File: src/rtl/sparc_mul_arb_pkg.sv
// rtl/sparc_mul_arb_pkg.sv - shared types and defaults for the multiplier issue arbiter
package sparc_mul_arb_pkg;

   localparam logic SRC_EXU = 1'b0;
   localparam logic SRC_SPU = 1'b1;

   localparam int DEF_MUL_LAT    = 5;
   localparam int DEF_STARVE_MAX = 3;

   typedef struct packed {
      logic vld;
      logic src;
      logic acc;
   } tag_t;

   localparam tag_t TAG_NONE = '0;

endpackage

File: src/rtl/sparc_mul_arb_if.sv
// rtl/sparc_mul_arb_if.sv - request/grant/issue/ack bundle between requesters and the arbiter
interface sparc_mul_arb_if;

   logic exu_mul_req;
   logic spu_mul_req;
   logic spu_mul_acc;
   logic spu_shf_req;
   logic exu_gnt;
   logic spu_gnt;
   logic spu_shf_gnt;
   logic issue_vld;
   logic issue_spick;
   logic issue_acc;
   logic issue_shf;
   logic mul_exu_ack;
   logic mul_spu_ack;
   logic mul_spu_shf_ack;
   logic busy;

   modport slave (
      input  exu_mul_req, spu_mul_req, spu_mul_acc, spu_shf_req,
      output exu_gnt, spu_gnt, spu_shf_gnt,
      output issue_vld, issue_spick, issue_acc, issue_shf,
      output mul_exu_ack, mul_spu_ack, mul_spu_shf_ack, busy
   );

   modport master (
      output exu_mul_req, spu_mul_req, spu_mul_acc, spu_shf_req,
      input  exu_gnt, spu_gnt, spu_shf_gnt,
      input  issue_vld, issue_spick, issue_acc, issue_shf,
      input  mul_exu_ack, mul_spu_ack, mul_spu_shf_ack, busy
   );

endinterface

File: src/rtl/sparc_mul_arb_pipe.sv
// rtl/sparc_mul_arb_pipe.sv - in-flight tag shift register tracking issued multiplies
module sparc_mul_arb_pipe
   import sparc_mul_arb_pkg::*;
#(
   parameter int MUL_LAT = DEF_MUL_LAT
) (
   input  logic rclk,
   input  logic rst,
   input  tag_t tag_in,
   output tag_t tag_last,
   output logic acc_inflight,
   output logic any_vld
);

   tag_t [MUL_LAT-1:0] stage;

   always_ff @(posedge rclk) begin
      if (rst) begin
         stage <= '0;
      end else begin
         stage <= {stage[MUL_LAT-2:0], tag_in};
      end
   end

   // The last stage is the write-back cycle: ACCUM is already final there,
   // so only earlier stages count as an accumulator hazard.
   always_comb begin
      acc_inflight = 1'b0;
      any_vld      = 1'b0;
      for (int i = 0; i < MUL_LAT - 1; i++) begin
         acc_inflight = acc_inflight | (stage[i].vld & stage[i].acc);
      end
      for (int i = 0; i < MUL_LAT; i++) begin
         any_vld = any_vld | stage[i].vld;
      end
   end

   assign tag_last = stage[MUL_LAT-1];

endmodule

File: src/rtl/sparc_mul_arb.sv
// rtl/sparc_mul_arb.sv - EXU/SPU issue arbiter with starvation guard and accumulator hazards
module sparc_mul_arb
   import sparc_mul_arb_pkg::*;
#(
   parameter int MUL_LAT    = DEF_MUL_LAT,
   parameter int STARVE_MAX = DEF_STARVE_MAX
) (
   input  logic            rclk,
   input  logic            rst,
   sparc_mul_arb_if.slave  bus
);

   localparam logic [3:0] STARVE_LIM = 4'(STARVE_MAX);

   logic [3:0] starve_cnt;
   logic       spu_prio;
   logic       shf_pend;
   logic       acc_inflight;
   logic       pipe_vld;
   logic       spu_elig;
   logic       contended;
   logic       spu_win;
   logic       exu_win;
   logic       shf_win;
   tag_t       tag_in;
   tag_t       tag_last;

   always_comb begin
      spu_elig  = bus.spu_mul_req & (bus.spu_mul_acc | ~acc_inflight);
      contended = bus.exu_mul_req & spu_elig;
      spu_win   = spu_elig & (~bus.exu_mul_req | spu_prio) & ~rst;
      exu_win   = bus.exu_mul_req & ~spu_win & ~rst;
      // A pending SPU multiply goes first; the shift waits behind it.
      shf_win   = bus.spu_shf_req & ~bus.spu_mul_req & ~bus.exu_mul_req
                & ~acc_inflight & ~rst;
      tag_in     = TAG_NONE;
      tag_in.vld = exu_win | spu_win;
      tag_in.src = spu_win ? SRC_SPU : SRC_EXU;
      tag_in.acc = spu_win & bus.spu_mul_acc;
   end

   always_ff @(posedge rclk) begin
      if (rst) begin
         starve_cnt <= '0;
         spu_prio   <= 1'b0;
         shf_pend   <= 1'b0;
      end else begin
         shf_pend <= shf_win;
         if (spu_win) begin
            starve_cnt <= '0;
            spu_prio   <= 1'b0;
         end else if (exu_win && contended) begin
            starve_cnt <= starve_cnt + 4'd1;
            if (starve_cnt + 4'd1 == STARVE_LIM) begin
               spu_prio <= 1'b1;
            end
         end
      end
   end

   sparc_mul_arb_pipe #(
      .MUL_LAT (MUL_LAT)
   ) u_pipe (
      .rclk         (rclk),
      .rst          (rst),
      .tag_in       (tag_in),
      .tag_last     (tag_last),
      .acc_inflight (acc_inflight),
      .any_vld      (pipe_vld)
   );

   assign bus.exu_gnt     = exu_win;
   assign bus.spu_gnt     = spu_win;
   assign bus.spu_shf_gnt = shf_win;
   assign bus.issue_vld   = exu_win | spu_win;
   assign bus.issue_spick = spu_win;
   assign bus.issue_acc   = spu_win & bus.spu_mul_acc;
   assign bus.issue_shf   = shf_win;

   // Only SPU ops ever carry acc, so acc alone also identifies an SPU result.
   assign bus.mul_exu_ack     = ~rst & tag_last.vld & (tag_last.src == SRC_EXU) & ~tag_last.acc;
   assign bus.mul_spu_ack     = ~rst & tag_last.vld & ((tag_last.src == SRC_SPU) | tag_last.acc);
   assign bus.mul_spu_shf_ack = ~rst & shf_pend;
   assign bus.busy            = ~rst & (pipe_vld | shf_pend);

endmodule

File: src/flat_wrapper.sv
// flat-port wrapper written by rule: the top's interface ports become plain ports
module sparc_mul_arb_flat import sparc_mul_arb_pkg::*;
#(
   parameter int MUL_LAT    = DEF_MUL_LAT,
   parameter int STARVE_MAX = DEF_STARVE_MAX
)
  (rclk, rst, bus_exu_mul_req, bus_spu_mul_req, bus_spu_mul_acc, bus_spu_shf_req, bus_exu_gnt, bus_spu_gnt, bus_spu_shf_gnt, bus_issue_vld, bus_issue_spick, bus_issue_acc, bus_issue_shf, bus_mul_exu_ack, bus_mul_spu_ack, bus_mul_spu_shf_ack, bus_busy);
  sparc_mul_arb_if bus_i ();
  input  logic rclk;
  input  logic rst;
  input wire logic [$bits(bus_i.exu_mul_req)-1:0] bus_exu_mul_req;
  input wire logic [$bits(bus_i.spu_mul_req)-1:0] bus_spu_mul_req;
  input wire logic [$bits(bus_i.spu_mul_acc)-1:0] bus_spu_mul_acc;
  input wire logic [$bits(bus_i.spu_shf_req)-1:0] bus_spu_shf_req;
  output wire logic [$bits(bus_i.exu_gnt)-1:0] bus_exu_gnt;
  output wire logic [$bits(bus_i.spu_gnt)-1:0] bus_spu_gnt;
  output wire logic [$bits(bus_i.spu_shf_gnt)-1:0] bus_spu_shf_gnt;
  output wire logic [$bits(bus_i.issue_vld)-1:0] bus_issue_vld;
  output wire logic [$bits(bus_i.issue_spick)-1:0] bus_issue_spick;
  output wire logic [$bits(bus_i.issue_acc)-1:0] bus_issue_acc;
  output wire logic [$bits(bus_i.issue_shf)-1:0] bus_issue_shf;
  output wire logic [$bits(bus_i.mul_exu_ack)-1:0] bus_mul_exu_ack;
  output wire logic [$bits(bus_i.mul_spu_ack)-1:0] bus_mul_spu_ack;
  output wire logic [$bits(bus_i.mul_spu_shf_ack)-1:0] bus_mul_spu_shf_ack;
  output wire logic [$bits(bus_i.busy)-1:0] bus_busy;
  assign bus_i.exu_mul_req = bus_exu_mul_req;
  assign bus_i.spu_mul_req = bus_spu_mul_req;
  assign bus_i.spu_mul_acc = bus_spu_mul_acc;
  assign bus_i.spu_shf_req = bus_spu_shf_req;
  assign bus_exu_gnt = bus_i.exu_gnt;
  assign bus_spu_gnt = bus_i.spu_gnt;
  assign bus_spu_shf_gnt = bus_i.spu_shf_gnt;
  assign bus_issue_vld = bus_i.issue_vld;
  assign bus_issue_spick = bus_i.issue_spick;
  assign bus_issue_acc = bus_i.issue_acc;
  assign bus_issue_shf = bus_i.issue_shf;
  assign bus_mul_exu_ack = bus_i.mul_exu_ack;
  assign bus_mul_spu_ack = bus_i.mul_spu_ack;
  assign bus_mul_spu_shf_ack = bus_i.mul_spu_shf_ack;
  assign bus_busy = bus_i.busy;
  sparc_mul_arb #(.MUL_LAT(MUL_LAT), .STARVE_MAX(STARVE_MAX)) u_core (.rclk(rclk), .rst(rst), .bus(bus_i));
endmodule
File: config.mk
export PLATFORM = sky130hd
export DESIGN_NAME = sparc_mul_arb_flat
export DESIGN_NICKNAME = d
export VERILOG_FILES = /design/src/rtl/sparc_mul_arb_pkg.sv /design/src/rtl/sparc_mul_arb_if.sv /design/src/rtl/sparc_mul_arb_pipe.sv /design/src/rtl/sparc_mul_arb.sv /design/src/flat_wrapper.sv
export SDC_FILE = /design/constraint.sdc
export NUM_CORES = 1
export LEC_CHECK = 0
export CAP_MARGIN = 20
export CELL_PAD_IN_SITES_DETAIL_PLACEMENT = 0
export CELL_PAD_IN_SITES_GLOBAL_PLACEMENT = 1
export CORE_MARGIN = 10
export CORE_UTILIZATION = 38
export DETAILED_ROUTE_END_ITERATION = 10
export GPL_TIMING_DRIVEN = 1
export PLACE_DENSITY_LB_ADDON = 0.1
export SKIP_LAST_GASP = 1
export SYNTH_ARGS = -nofsm -noshare
export SYNTH_HDL_FRONTEND = slang
export SYNTH_HIERARCHICAL = 1
export SYNTH_SLANG_ARGS = --single-unit
File: constraint.sdc
create_clock -name rclk -period 1.7 [get_ports rclk]
set_input_delay 0.34 -clock rclk [delete_from_list [all_inputs] [get_ports rclk]]
set_output_delay 0.34 -clock rclk [all_outputs]
set_load 0.01 [all_outputs]
==> flow_summary.yaml, run 1 <==
clock_network:
  cts_buffer_depth: 2
  cts_sinks: 21
  clk_pin_slew_worst_paths_ns: 0.11
  insertion_delay_ns: 0.30
  cts_buffers: 3
  root_buffer: "clkbuf_4"
  htreeDepth: 1
  cts_tree: "built"
  cts_hold_buf: 0
synthesis:
  synth_edf_count: 0
  async_flop_share_pct: 0
  yosysMostFrequentCell: "dfxtp_1"
  netlist_area_um2: 953
  ys.flop_type: "dfxtp_1"
  synth_cells: 101
  ys_warn_count: 6
  seq_area_frac_synth_pct: 44.1
  synth.area.top_cells: "dfxtp_1 44%, nor2b_2 6.4%, nor2b_1 4.6%"
  synth_area_per_cell_um2: 9.44
  syn_nets: 109
  synth_common_cells: "21 x dfxtp_1, 7 x nor2b_1, 7 x nor2b_2"
  synth_area_leader_cell: "dfxtp_1"
  ys_types: 33
  ys_ff_latch: 21
  yosys.area.top_type_share_pct: 44.1
timing:
  tightest_slew_ns: 0.271
  max-slew-margin-rel_pct: 82.0
  worst_slack_ns: -0.180
  fmax_mhz: 532
  hold_ws_ns: 0.449
  finalCriticalPeriod_ns: 1.88
  skew_ns: 0.00580
  finalCritPeriodShare_pct: 111
  setup_viol_count_final: 6
  rsz0062_at_grt: "true"
  slew_violations: 0
  hold_viol: 0
global_route:
  antenna_found_initial: 0
  grt_pass1_vias: 759
  overflow: 0
  grt_pass1_wl_um: 3370
  grt_use_total_pct: 8.07
  grt_max_degree: 15
finish:
  area_delta_synth_final_pct: 39.1
  diodes: 0
  fin_util_pct: 54.5
  nNetsFinal: 142
  drive_gt1_share_pct: 51.9
floorplanning:
  initial_utilization_pct: 39.2
  fp.dieArea_um2: 4910
  core_region_area_um2: 2430
  io_pins: 17
  dieHeight_um: 70.1
  die_w_um: 70.1
  rows: 18
worst_setup_path:
  crit_chain: "a22oi_1 -> nand2_2 -> buf_6 -> nand2b_4 -> nand2_4 -> nor3_4 -> buf_2"
  cp.arrival_ns: 1.54
  cpPeakStageDelay_ns: 0.34
  critPathLaunchType: "flop"
  cp-end-kind: "output pin"
  r2r_start: "u_core/u_pipe/stage[2]$_SDFF_PP0_"
  regToRegSetupSlack_ns: 0.02
  path_max_fanout: 3
  required_ns: 1.36
  cp.buffers_inverters: 2
  crit_start: "u_core/u_pipe/stage[2]$_SDFF_PP0_"
  critPathKind: "flop to output pin"
  cp_top_family: "simple AND/OR/NAND/NOR gates"
  crit_slowest_cell: "dfxtp_2"
placement:
  gp_congestion: 0.753
  io_buffers: 16
  hpwl_um: 1490
routing:
  antenna_left: 0
  route.vias.total: 806
  wl_per_cell_um: 12.3
  drt_wl_total_um: 2000
  vias_per_cell: 4.94
  dr.pass1.iters: 4
  drt_iter0_drc: 26
  drc: 0
outcome:
  status: "finished with violations"
  violations: "setup timing"
pwr:
  peakVddDrop_uv: 481
  leakagePower_nw: 0.571
  p_total_w: 0.000859
  p_per_area_nw_per_um2: 647
min_path:
  hold_class: "flop to flop"
  hold_path.startpoint: "u_core/u_pipe/stage[4]$_SDFF_PP0_"
flow_run:
  cap_violations: 0
## routing by layer
layer  track usage [%]  wire, µm  share of wire, %  up-vias
li1                  -         -                 -      409
met1              11.4      1050                52      366
met2              11.1       807                40       29
met3              2.54       131               6.5        2
met4              2.63        14              0.70        0
met5                 0         0                 0        -
## registers in the layout (all words and copies together), names as in the netlist
signal,count
u_core/u_pipe/stage,12
u_core/starve_cnt,4
u_core/u_pipe/tag_last,3
u_core/shf_pend,1
u_core/spu_prio,1
## power by group
part	internal, W	switching, W
Clock	0.0000875	0.000149
Combinational	0.0000592	0.0000560
Sequential	0.000501	0.00000587
Total	0.000647	0.000211
## final timing paths
kind                            cells past startpoint                                 to
worst min-delay path                                1  u_core/u_pipe/stage[7]$_SDFF_PP0_
worst max-delay path                                7                    bus_issue_spick
worst max register to register                      6       u_core/spu_prio$_SDFFE_PP0P_
worst min register to register                      1  u_core/u_pipe/stage[7]$_SDFF_PP0_
## kinds of logic after synthesis
family | share of synthesized area [%]
buffers and inverters | 8.92
DFF | 44.1
and+or+nand+nor | 33.1
AOI/OAI and AO/OA | 11.3
adders and majority gates | 2.62
## metrics by stage
stage,instance area [µm²],instances,setup WS (ns),TNS [ns]
after global placement,1220,155,-0.506,-5.37
after CTS,1310,163,-0.222,-1.05
after detailed placement,1220,155,-0.524,-5.50
after global routing,1330,163,-0.274,-1.53
final,1330,163,-0.180,-0.915
after floorplan,958,101,0.114,0
## area by class of cell
| cell class | count | area [µm²] |
|---|---|---|
| clock inverters | 1 | 5.00 |
| repair buffers | 37 | 292 |
| multi-input cells | 67 | 527 |
| well taps | 30 | 37.5 |
| fillers | 230 | 1110 |
| inverters | 4 | 17.5 |
| flip-flops and latches | 21 | 425 |
| clock buffers | 3 | 22.5 |
## layout by cell type, fill, tap and decap left out, types with 2 or more instances in the layout
cell type / instances
nor2b_2: 9
clkdlybuf4s15_2: 2
nor2_1: 6
dfxtp_1: 17
dfxtp_2: 4
nand3_1: 2
buf_6: 4
nand4_1: 3
inv_1: 3
buf_4: 19
nor3_4: 2
and2b_1: 2
clkbuf_4: 3
clkdlybuf4s50_1: 2
dlygate4sd2_1: 3
nand2_1: 3
buf_2: 6
o21ai_0: 3
nor3_2: 3
a21oi_1: 3
and2b_2: 3
nor2b_1: 5
ha_1: 2
## timing repair
item | in CTS | in global routing
hold endpoints to repair | 0 | 0
resized for setup | 59 | 10
buffers inserted | 4 | 0
endpoints found under the setup margin | 12 | 10
pin swaps | 5 | 9
(Power assumes the default switching activity.)
==> run 2: changes to the inputs <==
--- a/config.mk
+++ b/config.mk
@@ -9,12 +9,11 @@
 export CELL_PAD_IN_SITES_DETAIL_PLACEMENT = 0
 export CELL_PAD_IN_SITES_GLOBAL_PLACEMENT = 1
 export CORE_MARGIN = 10
-export CORE_UTILIZATION = 38
+export CORE_UTILIZATION = 37
 export DETAILED_ROUTE_END_ITERATION = 10
 export GPL_TIMING_DRIVEN = 1
 export PLACE_DENSITY_LB_ADDON = 0.1
 export SKIP_LAST_GASP = 1
 export SYNTH_ARGS = -nofsm -noshare
 export SYNTH_HDL_FRONTEND = slang
-export SYNTH_HIERARCHICAL = 1
 export SYNTH_SLANG_ARGS = --single-unit
==> flow_summary.yaml, run 2 <==
outcome:
  status: "finished with violations"
  violations: "setup timing"
flow_run:
  cap_violations: 0
synthesis:
  synth_area_per_cell_um2: 9.45
  synth_edf_count: 0
  ys_ff_latch: 21
  ys_types: 32
  yosys.area.top_type_share_pct: 46.3
  seq_area_frac_synth_pct: 46.3
  synth_cells: 96
  async_flop_share_pct: 0
  netlist_area_um2: 907
  yosysMostFrequentCell: "dfxtp_1"
  synth_area_leader_cell: "dfxtp_1"
  ys_warn_count: 0
  syn_nets: 104
  synth_common_cells: "21 x dfxtp_1, 15 x nor2b_1, 9 x nor3_1"
  ys.flop_type: "dfxtp_1"
  synth.area.top_cells: "dfxtp_1 46%, nor2b_1 10%, nor3_1 5.0%"
min_path:
  hold_class: "flop to flop"
  hold_end: "u_core.u_pipe.tag_last[1]$_SDFF_PP0_"
  hold_path.startpoint: "u_core.u_pipe.stage[10]$_SDFF_PP0_"
  hold_depth: 1
floorplanning:
  die_w_um: 69.5
  core_region_area_um2: 2280
  io_pins: 17
  dieHeight_um: 69.5
  initial_utilization_pct: 39.9
  fp.dieArea_um2: 4830
  rows: 17
clock_network:
  cts_buffers: 3
  insertion_delay_ns: 0.31
  cts_sinks: 21
  cts_buffer_depth: 2
  clk_pin_slew_worst_paths_ns: 0.12
  cts_tree: "built"
  htreeDepth: 1
  root_buffer: "clkbuf_4"
timing:
  fmax_mhz: 551
  finalCriticalPeriod_ns: 1.82
  setup_viol_count_final: 6
  skew_ns: 0.00614
  worst_slack_ns: -0.115
  finalCritPeriodShare_pct: 107
  max-slew-margin-rel_pct: 83.0
  hold_viol: 0
  tightest_slew_ns: 0.255
  slew_violations: 0
  rsz0062_at_grt: "true"
finish:
  area_delta_synth_final_pct: 39.6
  largest_register_ffs: 12
  finalInstanceArea_um2: 1270
  diodes: 0
  fin_util_pct: 55.6
  regMostFlops: "u_core.u_pipe.stage"
  nFillCells: 206
  drive_gt1_share_pct: 39.7
  instances_no_fill: 159
  mostFrequentLayoutCells: "21 x buf_4, 17 x dfxtp_1, 14 x nor2b_1"
  layout_commonest_cell: "buf_4"
  nNetsFinal: 140
routing:
  vias_per_cell: 5.08
  drt_wl_total_um: 2190
  route.vias.total: 808
  drc: 0
  wl_per_cell_um: 13.8
  drt_iter0_drc: 19
  antenna_left: 0
  dr.pass1.iters: 4
worst_setup_path:
  critPathKind: "flop to output pin"
  r2r_start: "u_core.u_pipe.stage[8]$_SDFF_PP0_"
  regToRegSetupSlack_ns: 0.36
  path_max_fanout: 4
  critPathLaunchType: "flop"
  r2r-end: "u_core.starve_cnt[1]$_SDFFE_PP0P_"
  cp.arrival_ns: 1.48
  ff2ff_path_depth: 5
  cp-end-kind: "output pin"
  required_ns: 1.36
placement:
  placed_area_um2: 1190
  dp.cells: 150
  hpwl_um: 1520
  gp_congestion: 0.824
  io_buffers: 16
global_route:
  grt_max_degree: 13
  grt_pass1_vias: 821
  antenna_found_initial: 0
  grtUsageMet3_pct: 3.99
  grt_use_total_pct: 9.00
  grt_use_met2_pct: 13.6
  busiest_layer: "met2"
  grtUsageMet1_pct: 10.8
  grt_pass1_wl_um: 3710
  overflow: 0
pwr:
  peakVddDrop_uv: 468
  p_per_area_nw_per_um2: 701
  leakagePower_nw: 0.549
  p_total_w: 0.000887
run 2: cell count changes after synthesis, moves of 3 or more:
cell and change:
and2b_2 -3, nor2b_2 -7, nor2_1 -3, nor3_1 +3, nor2b_1 +8, nand2_1 -3
run 2: routing by layer:
metal	routed length, µm	part of all wire, %
met5	0	0
met4	31	1.4
met3	148	6.8
met2	989	45
met1	1020	47
run 2: final cells by class:
cell class              instances  area (µm²)  area share (%)
inverters                       4        15.0            1.19
multi-input cells              64         470            37.2
repair buffers                 38         293            23.1
well taps                      28        35.0            2.77
clock buffers                   3        22.5            1.78
flip-flops and latches         21         425            33.6
clock inverters                 1        5.00           0.395
run 2: power breakdown:
group	switching [W]	leakage (nW)	total [W]	internal (W)
clock	0.000159	0.0177	0.000247	0.0000880
sequential	0.00000898	0.172	0.000513	0.000504
combinational	0.0000616	0.360	0.000127	0.0000651
run 2: kinds of logic (layout without fill, tap and decap cells):
kind of cell	after synthesis	count (layout)	share of synthesized area [%]
flops	21	21	46.3
compound gates	19	19	17.4
simple gates	43	43	27.4
buf+inv	11	46	6.07
fa+ha+maj	2	2	2.76
run 2: worst max-delay path by stage:
stage                                           start         endpoint  slack, ns
CTS                 u_core.u_pipe.stage[6]$_SDFF_PP0_      bus_spu_gnt      -0.14
global placement                      bus_exu_mul_req  bus_spu_shf_gnt      -0.55
floorplan           u_core.u_pipe.stage[2]$_SDFF_PP0_      bus_spu_gnt       0.04
finish              u_core.u_pipe.stage[8]$_SDFF_PP0_      bus_spu_gnt      -0.12
detailed placement                    bus_exu_mul_req  bus_spu_shf_gnt      -0.56
global route        u_core.u_pipe.stage[8]$_SDFF_PP0_  bus_issue_spick      -0.24
run 2: metrics by stage:
stage | worst slack [ns] | hold slack (ns) | TNS (ns)
floorplan | 0.0398 | 0.414 | 0
global placement | -0.548 | 0.421 | -4.93
detailed placement | -0.561 | 0.435 | -5.00
CTS | -0.143 | 0.460 | -0.717
global route | -0.236 | 0.474 | -1.24
finish | -0.115 | 0.459 | -0.565
run 2: worst max-delay path, cell delays in order, from the launching register on:
cell	delay, ns
dfxtp_2	0.35
a22oi_2	0.27
a21o_4	0.18
nand2_4	0.06
nor3_4	0.15
buf_2	0.15
run 2: repair_timing:
| action | 4_1_cts | 5_1_grt |
|---|---|---|
| resized for setup | 41 | 6 |
| hold buffers | 0 | 0 |
| endpoints found under the setup margin | 11 | 9 |
| buffers inserted | 4 | 1 |
| gates cloned | 0 | 0 |
| pin swaps | 4 | 3 |
